<file path="config.mk">
export PLATFORM = sky130hd
export DESIGN_NAME = pong_game_ctrl
export DESIGN_NICKNAME = d
export VERILOG_FILES = /design/src/rtl/pong_pkg.sv /design/src/rtl/pong_paddle_step.sv /design/src/rtl/pong_game_ctrl.sv
export SDC_FILE = /design/constraint.sdc
export NUM_CORES = 1
export LEC_CHECK = 0
export ABC_AREA = 1
export CAP_MARGIN = 20
export CORE_MARGIN = 1
export CORE_UTILIZATION = 45
export DETAILED_ROUTE_END_ITERATION = 8
export GPL_ROUTABILITY_DRIVEN = 0
export PLACE_DENSITY = 0.64
export SLEW_MARGIN = 25
export SYNTH_ARGS = -nofsm -noshare
export SYNTH_HDL_FRONTEND = slang
export SYNTH_HIERARCHICAL = 1
export SYNTH_SLANG_ARGS = --single-unit
export TNS_END_PERCENT = 5
</file>
<file path="constraint.sdc">
create_clock -name clk -period 3.97 [get_ports clk]
set_input_delay 0.794 -clock clk [delete_from_list [all_inputs] [get_ports clk]]
set_output_delay 0.794 -clock clk [all_outputs]
set_load 0.01 [all_outputs]
</file>
<file path="src/rtl/pong_pkg.sv">
// Shared geometry, game-state/phase enums and the per-frame game record for the pong controller.
package pong_pkg;

  localparam int H_ACTIVE     = 640;
  localparam int V_ACTIVE     = 480;
  localparam int PADDLE_H     = 64;
  localparam int PADDLE_W     = 8;
  localparam int PADDLE_X_L   = 16;
  localparam int BALL         = 8;
  localparam int PADDLE_STEP  = 4;
  localparam int SERVE_FRAMES = 60;
  localparam int SCORE_MAX    = 9;

  localparam logic [9:0] PAD_STEP_V = 10'(PADDLE_STEP);
  localparam logic [9:0] PAD_Y_MAX  = 10'(V_ACTIVE - PADDLE_H);
  localparam logic [9:0] PAD_Y_C    = 10'((V_ACTIVE - PADDLE_H) / 2);
  localparam logic [9:0] BALL_X_C   = 10'((H_ACTIVE - BALL) / 2);
  localparam logic [9:0] BALL_Y_C   = 10'((V_ACTIVE - BALL) / 2);
  localparam logic [9:0] BALL_X_MAX = 10'(H_ACTIVE - BALL);
  localparam logic [9:0] BALL_Y_MAX = 10'(V_ACTIVE - BALL);
  localparam logic [9:0] PADDLE_X_R = 10'(H_ACTIVE - PADDLE_X_L - PADDLE_W);
  localparam logic [9:0] L_FACE     = 10'(PADDLE_X_L + PADDLE_W);
  localparam logic [9:0] R_FACE     = PADDLE_X_R - 10'(BALL);
  localparam logic [5:0] SERVE_CNT  = 6'(SERVE_FRAMES);
  localparam logic [3:0] SCORE_WIN  = 4'(SCORE_MAX);

  typedef enum logic [1:0] {GS_SERVE = 2'd0, GS_PLAY = 2'd1, GS_GAMEOVER = 2'd2} game_state_e;
  typedef enum logic [1:0] {PH_IDLE, PH_PADDLE, PH_BALL, PH_COMMIT} phase_e;

  // One complete coordinate/score set; dxn/dyn set means moving left/up.
  typedef struct packed {
    logic [9:0]  bx;
    logic [9:0]  by;
    logic [9:0]  pl;
    logic [9:0]  pr;
    logic [3:0]  sl;
    logic [3:0]  sr;
    logic        dxn;
    logic        dyn;
    game_state_e gs;
    logic [5:0]  cnt;
  } game_t;

  function automatic game_t game_init();
    game_t g;
    g.bx  = BALL_X_C;
    g.by  = BALL_Y_C;
    g.pl  = PAD_Y_C;
    g.pr  = PAD_Y_C;
    g.sl  = '0;
    g.sr  = '0;
    g.dxn = 1'b0;
    g.dyn = 1'b0;
    g.gs  = GS_SERVE;
    g.cnt = SERVE_CNT;
    return g;
  endfunction

  function automatic logic signed [10:0] s11(input logic [9:0] v);
    return $signed({1'b0, v});
  endfunction

  function automatic logic v_overlap(input logic [9:0] by, input logic [9:0] py);
    return ({1'b0, by} + 11'(BALL) > {1'b0, py}) && ({1'b0, by} < {1'b0, py} + 11'(PADDLE_H));
  endfunction

  function automatic logic [3:0] sat_inc(input logic [3:0] s);
    return (s == SCORE_WIN) ? s : s + 4'd1;
  endfunction

endpackage

</file>
<file path="src/rtl/pong_paddle_step.sv">
// Next top edge of one paddle: one PADDLE_STEP per frame, clamped to the visible field.
module pong_paddle_step
  import pong_pkg::*;
(
  input  logic [9:0] y_i,
  input  logic       up_i,
  input  logic       down_i,
  output logic [9:0] y_o
);

  always_comb begin
    y_o = y_i;
    if (up_i && !down_i)
      y_o = (y_i < PAD_STEP_V) ? '0 : y_i - PAD_STEP_V;
    else if (down_i && !up_i)
      y_o = (y_i > PAD_Y_MAX - PAD_STEP_V) ? PAD_Y_MAX : y_i + PAD_STEP_V;
  end

endmodule

</file>
<file path="src/rtl/pong_game_ctrl.sv">
// Per-frame pong game controller: paddle, ball, collision and score update committed once per frame.
// Build option PONG_AUTO_RIGHT_EN: right paddle tracks the ball instead of its buttons.
module pong_game_ctrl
  import pong_pkg::*;
(
  input  logic       clk,
  input  logic       rst,
  input  logic       frame_tick,
  input  logic       left_up,
  input  logic       left_down,
  input  logic       right_up,
  input  logic       right_down,
  input  logic       score_reset,
  input  logic [1:0] speed,
  output logic [9:0] ball_x,
  output logic [9:0] ball_y,
  output logic [9:0] paddle_l_y,
  output logic [9:0] paddle_r_y,
  output logic [3:0] score_l,
  output logic [3:0] score_r,
  output logic [1:0] game_state,
  output logic       busy,
  output logic       hit
);

  phase_e phase_q, phase_d;
  game_t  cur_q, cur_d, wrk_q, wrk_d;
  logic   whit_q, whit_d, hit_q, hit_d, busy_q, busy_d;
  logic [9:0] pl_nxt, pr_nxt;
  logic   r_up, r_dn;
  logic signed [10:0] step, nx, ny;

`ifdef PONG_AUTO_RIGHT_EN
  logic [10:0] ball_c, pad_c;
  assign ball_c = {1'b0, cur_q.by} + 11'(BALL / 2);
  assign pad_c  = {1'b0, cur_q.pr} + 11'(PADDLE_H / 2);
  assign r_up   = (ball_c + 11'(PADDLE_STEP)) < pad_c;
  assign r_dn   = ball_c > (pad_c + 11'(PADDLE_STEP));
`else
  assign r_up = right_up;
  assign r_dn = right_down;
`endif

  pong_paddle_step u_pad_l (.y_i(cur_q.pl), .up_i(left_up), .down_i(left_down), .y_o(pl_nxt));
  pong_paddle_step u_pad_r (.y_i(cur_q.pr), .up_i(r_up),    .down_i(r_dn),      .y_o(pr_nxt));

  always_comb begin
    phase_d = phase_q;
    cur_d   = cur_q;
    wrk_d   = wrk_q;
    whit_d  = whit_q;
    hit_d   = 1'b0;
    step    = $signed({9'd0, speed}) + 11'sd1;
    nx      = cur_q.dxn ? s11(cur_q.bx) - step : s11(cur_q.bx) + step;
    ny      = cur_q.dyn ? s11(cur_q.by) - step : s11(cur_q.by) + step;
    case (phase_q)
      PH_IDLE: if (frame_tick) phase_d = PH_PADDLE;
      PH_PADDLE: begin
        wrk_d    = cur_q;
        wrk_d.pl = pl_nxt;
        wrk_d.pr = pr_nxt;
        phase_d  = PH_BALL;
      end
      PH_BALL: begin
        whit_d  = 1'b0;
        phase_d = PH_COMMIT;
        case (cur_q.gs)
          GS_SERVE: begin
            wrk_d.bx = BALL_X_C;
            wrk_d.by = BALL_Y_C;
            if (cur_q.cnt == '0) wrk_d.gs = GS_PLAY;
            else                 wrk_d.cnt = cur_q.cnt - 6'd1;
          end
          GS_PLAY: begin
            if (ny < 11'sd0) begin
              wrk_d.by = '0; wrk_d.dyn = 1'b0; whit_d = 1'b1;
            end else if (ny > s11(BALL_Y_MAX)) begin
              wrk_d.by = BALL_Y_MAX; wrk_d.dyn = 1'b1; whit_d = 1'b1;
            end else begin
              wrk_d.by = ny[9:0];
            end
            // Paddle faces are checked before the goal lines so a save wins over a score.
            if (cur_q.dxn && nx <= s11(L_FACE) && v_overlap(cur_q.by, cur_q.pl)) begin
              wrk_d.bx = L_FACE; wrk_d.dxn = 1'b0; whit_d = 1'b1;
            end else if (!cur_q.dxn && nx >= s11(R_FACE) && v_overlap(cur_q.by, cur_q.pr)) begin
              wrk_d.bx = R_FACE; wrk_d.dxn = 1'b1; whit_d = 1'b1;
            end else if (nx < 11'sd0 || nx > s11(BALL_X_MAX)) begin
              if (nx < 11'sd0) begin
                wrk_d.sr = sat_inc(cur_q.sr); wrk_d.dxn = 1'b1;
              end else begin
                wrk_d.sl = sat_inc(cur_q.sl); wrk_d.dxn = 1'b0;
              end
              wrk_d.bx  = BALL_X_C;
              wrk_d.by  = BALL_Y_C;
              wrk_d.cnt = SERVE_CNT;
              wrk_d.gs  = (wrk_d.sl == SCORE_WIN || wrk_d.sr == SCORE_WIN) ? GS_GAMEOVER : GS_SERVE;
            end else begin
              wrk_d.bx = nx[9:0];
            end
          end
          default: begin
            wrk_d.bx = BALL_X_C;
            wrk_d.by = BALL_Y_C;
          end
        endcase
      end
      PH_COMMIT: begin
        cur_d   = wrk_q;
        hit_d   = whit_q;
        phase_d = PH_IDLE;
      end
    endcase
    // Match clear drops any half-built frame; paddles and direction keep their committed values.
    if (score_reset) begin
      cur_d     = cur_q;
      cur_d.bx  = BALL_X_C;
      cur_d.by  = BALL_Y_C;
      cur_d.sl  = '0;
      cur_d.sr  = '0;
      cur_d.gs  = GS_SERVE;
      cur_d.cnt = SERVE_CNT;
      hit_d     = 1'b0;
      phase_d   = PH_IDLE;
    end
    busy_d = (phase_d != PH_IDLE);
  end

  always_ff @(posedge clk) begin
    if (rst) begin
      phase_q <= PH_IDLE;
      cur_q   <= game_init();
      wrk_q   <= game_init();
      whit_q  <= 1'b0;
      hit_q   <= 1'b0;
      busy_q  <= 1'b0;
    end else begin
      phase_q <= phase_d;
      cur_q   <= cur_d;
      wrk_q   <= wrk_d;
      whit_q  <= whit_d;
      hit_q   <= hit_d;
      busy_q  <= busy_d;
    end
  end

  assign ball_x     = cur_q.bx;
  assign ball_y     = cur_q.by;
  assign paddle_l_y = cur_q.pl;
  assign paddle_r_y = cur_q.pr;
  assign score_l    = cur_q.sl;
  assign score_r    = cur_q.sr;
  assign game_state = cur_q.gs;
  assign busy       = busy_q;
  assign hit        = hit_q;

endmodule

</file>
== Word-level counts from Yosys, hierarchy flattened ==
Cells that the tools add are included.
Word-level totals
  register bits after elaboration: 121
  input port bits: 10
  word-level logic and storage cells: 164
Operators by class
  add/subtract/negate cells: 15
  $lt $le $gt $ge: 14
  equal/unequal tests: 20
  mux-type cells: 59
  bitwise logic cells: 2
  reduce and logical (&&, ||, !) cells: 30
Operators by type and width (count)
  $mux W10: 17
  $mux W4: 14
  $mux W8: 5
  $pmux W20 S2: 1
  $pmux W18 S2: 1
  $add A10 B3 Y11: 2
  $add A10 B7 Y11 const B: 2
  $gt A11 B10 Y1: 2
  $lt A10 B11 Y1: 2
  $lt A11 B1 Y1 const B: 2
  $mux W11: 2
  $sub A10 B3 Y11: 2
  $add A10 B3 Y10 const B: 2
  $gt A10 B9 Y1 const B: 2
  $lt A10 B3 Y1 const B: 2
  $mux W20: 1
  $sub A10 B3 Y10 const B: 2
  $ne A3 B3 Y1 const B: 6
  $eq A4 B4 Y1 const B: 4
  $pmux W8 S2: 1
  $reduce_and A6 Y1: 2
  $add A10 B4 Y11 const B: 1
  $ge A11 B11 Y1 const B: 1
  $gt A11 B10 Y1 const B: 1
  28 further kinds: 63

== Longest topological paths before layout ==
  depth in word-level cells: 18
  mapped depth: 24
  gate-level depth less buffers: 24

== Hierarchy ==
Netlist, hierarchy kept.
By module, submodules not included
  pong_game_ctrl: instances 1, cells each 1169, area an instance 8064.0 µm², seq. area each 2422.3 µm²
  pong_paddle_step: instances 2, cells each 110, area an instance 519.2 µm², seq. area each 0.0 µm²

== Worst setup path before layout ==
OpenSTA, ideal clock, no wires.
  path type: input to register
  start point: in speed[0]
  end point: reg wrk_q[44] in the netlist's numbering
  setup time: 0.115 ns
  arrival time: 3.203 ns
  data required time: 3.855 ns
  setup slack: 0.652 ns
  stages on the path: 20
  buffers on the path: 0
  cell sequence: inv_1 > ha_1 > xor2_1 > o21ai_0 > inv_1 > ha_1 > nand2_1 > nor2_2 > nand3_1 > nand3_1 > nand2_1 > nand2_2 > and2_1 > nand4_4 > nand3_4 > nand2_1 > nand2_1 > nand2_1 > nand2_1 > nand2_1
On the way
  word-level cells in the longest chain between the ends: 11
Ends and longest elaborated chain
  start: declaration: line pong_game_ctrl.sv:14  | input logic [1:0] speed,
  $add A2 B1 Y3 *: line pong_game_ctrl.sv:53  | step = $signed({9'd0, speed}) + 11'sd1;
  $add A10 B3 Y11 or $sub A10 B3 Y11 (tied branches): line pong_game_ctrl.sv:55  | ny = cur_q.dyn ? s11(cur_q.by) - step : s11(cur_q.by) + step;
  $mux W11: line pong_game_ctrl.sv:55
  $gt A11 B10 Y1: line pong_game_ctrl.sv:77  | end else if (ny > s11(BALL_Y_MAX)) begin
  $mux W10: line pong_game_ctrl.sv:77
  $mux W10: line pong_game_ctrl.sv:75  | if (ny < 11'sd0) begin
  $mux W10: line pong_game_ctrl.sv:87  | end else if (nx < 11'sd0 || nx > s11(BALL_X_MAX)) begin
  $mux W10: line pong_game_ctrl.sv:85  | end else if (!cur_q.dxn && nx >= s11(R_FACE) && v_overlap(cur_q.by, cur_q.pr)) begin
  $mux W10 *: line pong_game_ctrl.sv:83  | if (cur_q.dxn && nx <= s11(L_FACE) && v_overlap(cur_q.by, cur_q.pl)) begin
  $mux W20 *: line pong_game_ctrl.sv:67  | case (cur_q.gs)
  $pmux W20 S2 *: line pong_game_ctrl.sv:56  | case (phase_q)
  end signal: assignment: line pong_game_ctrl.sv:132  | wrk_q <= game_init();
  end signal: assignment: line pong_game_ctrl.sv:139  | wrk_q <= wrk_d;
  end: declaration: line pong_game_ctrl.sv:27  | game_t cur_q, cur_d, wrk_q, wrk_d;
Mark *: on every way between the ends. The rest lies on a longest branch, timed or not.
A chain may end at the register's enable or synchronous reset.

== Worst setup path in the final report ==
  start point: in speed[1]
  end point: reg wrk_q[52] in the netlist's numbering
On the way
  word-level cells in the longest chain between the ends: 10
Ends and longest elaborated chain
  $add A2 B1 Y3 *: line pong_game_ctrl.sv:53
  $add A10 B3 Y11 or $sub A10 B3 Y11 (tied branches): line pong_game_ctrl.sv:54  | nx = cur_q.dxn ? s11(cur_q.bx) - step : s11(cur_q.bx) + step;
  $mux W11 *: line pong_game_ctrl.sv:54
  $lt A11 B1 Y1 (tied with other cells): line pong_game_ctrl.sv:87
  $logic_or A1 B1 Y1 or $logic_and A1 B1 Y1 (tied branches): line pong_game_ctrl.sv:87, pong_game_ctrl.sv:85
  $mux W10 or $logic_and A1 B1 Y1 (tied branches): line pong_game_ctrl.sv:87, pong_game_ctrl.sv:85
  $mux W10: line pong_game_ctrl.sv:85
  $mux W10 *: line pong_game_ctrl.sv:83
  $mux W20 *: line pong_game_ctrl.sv:67
  $pmux W20 S2 *: line pong_game_ctrl.sv:56
Marked as above.

==> impl_metrics.py <==
metrics = {
    "sta": {
        "worst_slack_ps": 271,
        "period_needed_ps": 3700,
        "slew_violations": 0,
        "tightest_slew_ps": 895,
        "clock.fmax_mhz": 270,
        "rsz0062_at_grt": "false",
        "skew_ps": 6.92,
        "hold_violations": 0,
        "tns_ps": 0,
        "setup_viol": 0,
        "fin_crit_sh_pct": 93.2,
        "relSlewSlack_pct": 39.9,
    },
    "global_route": {
        "grt.overflow.total": 0,
        "busiest_layer": "met2",
        "met1_usage_pct": 31.2,
        "use_met3_pct": 4.01,
        "grt_pass1_wl_mm": 40.1,
        "grt_usage_pct": 24.5,
        "grt_max_degree": 62,
        "antenna_found_initial": 0,
        "use_met2_pct": 41.6,
        "grt_pass1_vias": 8155,
    },
    "run": {
        "drv_cap": 0,
    },
    "pwr": {
        "clockPowerShare_pct": 47.4,
        "combPwrFrac_pct": 12.8,
        "p_int_mw": 2.41,
        "p_leak_nw": 4.95,
        "irDropWorstVdd_uv": 318,
        "swShare_pct": 26.1,
        "power_per_cell_area_mw_per_mm2": 310,
        "p_seq_share_pct": 39.8,
        "power_switching_mw": 0.851,
        "power_mw": 3.26,
    },
    "place": {
        "io_buffers": 61,
        "dp_hpwl_mm": 18.1,
        "pre_cts_ws_ps": -136,
        "dp.cells": 1678,
    },
    "worst_hold_path": {
        "min_path_type": "register to register",
    },
    "run_status": {
        "outcome": "finished, final reports clean",
    },
    "yosys": {
        "synth_area_mm2": 0.00910,
        "yosysWarningCount": 6,
        "synth_nets": 1474,
        "synth_edf_count": 0,
        "async_flop_share_pct": 0,
        "ys_seq_area_share_pct": 26.6,
        "avgSynthCellArea_um2": 6.55,
        "yosysUniqueCellTypes": 44,
        "ys_dominant_reg_cell": "dfxtp_1",
        "synthCells": 1389,
        "ys_ff_latch": 121,
    },
    "worst_setup_path": {
        "reg2reg_slack_ps": 750,
        "crit_path_end_kind": "register",
        "crit_arrival_ps": 4000,
        "worst-setup-path-type": "input pin to register",
        "startpoint_type": "input pin",
        "required_ps": 4280,
        "path_max_fanout": 4,
    },
    "finish": {
        "drive_above_1_share_pct": 9.62,
        "fin_nets": 1517,
        "fillers": 2015,
        "regArea_mm2": 0.00242,
        "postLayoutCoreUtil_pct": 53.6,
        "diodes": 0,
        "fin_cells": 1710,
        "syn2layout_area_growth_pct": 15.7,
        "multi_input_area_mm2": 0.00553,
    },
    "floorplanning": {
        "io-pin-count": 62,
        "placementRows": 51,
        "initial_core_util_pct": 46.3,
        "core_mm2": 0.0197,
        "die_w_um": 144,
        "dieHeight_um": 144,
        "die-area_mm2": 0.0208,
    },
    "drt": {
        "vias": 8926,
        "wl_per_cell_um": 14.4,
        "vias_per_cell": 5.22,
        "drt_pass1_iterations": 7,
        "wl_mm": 24.6,
        "detail-route-antenna-nets": 0,
        "route.detailed.drc": 0,
        "drtIter0Drc": 571,
    },
    "cts": {
        "numCtsBuffers": 17,
        "tritoncts": "yes",
        "path_clk_slew_ps": 60,
        "root_buffer": "clkbuf_16",
        "hold_buffers": 0,
        "insertion_delay_ps": 420,
        "h-tree-depth": 4,
        "clk_path_buf_depth": 2,
        "clock_sinks": 121,
        "cts_setup_buffers": 0,
    },
}
## sequential cells by signal, indices dropped and copies added, names as in the netlist, 4 cells and up
register / count
ball_x: 10
wrk_q: 58
paddle_r_y: 10
ball_y: 10
score_r: 4
cur_q: 8
paddle_l_y: 10
score_l: 4
## kinds of logic after synthesis
group,share of synthesized area (%)
AO/OA/AOI/OAI,14.6
XOR/XNOR,2.41
adder cells (fa/ha/maj),10.5
buffers and inverters,12.7
flip-flops,26.6
AND/OR/NAND/NOR,33.2
## power by group through the flow
stage               Sequential [mW]  Combinational, mW  Clock, mW
detailed placement             1.32              0.414          0
CTS                            1.30              0.417       1.56
finish                         1.30              0.419       1.55
global placement               1.32              0.409          0
floorplan                      1.31              0.280          0
global route                   1.30              0.472       1.62
## path summary, 6_finish.rpt
check | from | depth (start not counted) | to
worst min-delay path | whit_q | 2 | hit
worst max-delay path | speed[1] | 22 | wrk_q[52]
worst min register to register | whit_q | 2 | hit
worst max register to register | ball_y[3] | 20 | wrk_q[40]
## critical path: stages
cell and delay [ps]:
clkdlybuf4s50_1 490, inv_1 50, ha_1 320, xor2_1 180, o21ai_0 120, buf_4 160
fa_1 400, inv_1 80, nand3_1 80, nand2_1 100, nand2_1 70, nand3b_1 80
nand2_1 100, and2_1 150, nand2_1 70, nand2_2 50, nand2_2 100, nand2_1 70
nor2_1 280, nand2_1 90, o211ai_1 90, nand2_1 70
## placed cells by master, fill, tap and decap left out, types with 6 or more instances in the layout
cell	count
o21ai_0	98
nand2_1	318
a21oi_1	96
clkinv_2	7
nand3b_1	7
nand2_2	19
o21ai_1	6
nand3_2	6
nor2_2	8
xnor2_1	6
o211ai_1	20
inv_1	162
nor2_1	138
dfxtp_1	121
nand3_1	125
clkdlybuf4s50_1	61
nand4_1	20
xor2_1	19
clkbuf_16	17
nor3_1	6
buf_4	52
ha_1	73
## metal layers
metal / part of all wire [%] / wire [um]
met1: 46 / 11400
met2: 47 / 11500
met3: 4.8 / 1190
met4: 2.3 / 568
met5: 0 / 0
## cells in the mapped netlist (19+ instances only)
cell type	count	area, um^2
a21oi_1	96	480
dfxtp_1	121	2420
xor2_1	19	166
nor2_1	139	522
clkbuf_1	34	128
nand4_1	20	125
o211ai_1	20	150
ha_1	73	913
nand2_1	319	1200
buf_4	51	383
inv_1	162	608
o21ai_0	98	490
nand3_1	125	626
## layout make-up
cell class / instances / area share (%)
multi-input combinational: 1011 / 52.5
clock inverter: 14 / 1.49
timing repair buffer: 115 / 9.89
tap: 265 / 3.15
clock buffer: 18 / 4.08
inverter: 166 / 5.92
sequential: 121 / 23.0
## metrics by stage
step | hold slack, ps | area, um^2
floorplan | 429 | 9100
global placement | 442 | 9940
detailed placement | 446 | 9940
CTS | 460 | 10500
global route | 472 | 10500
finish | 458 | 10500
## timing repair
action | in CTS | in global routing
gates resized for setup | 0 | 1
endpoints found under the hold margin | 0 | 0
endpoints found under the setup margin | 0 | 1
(Power assumes the default switching activity.)
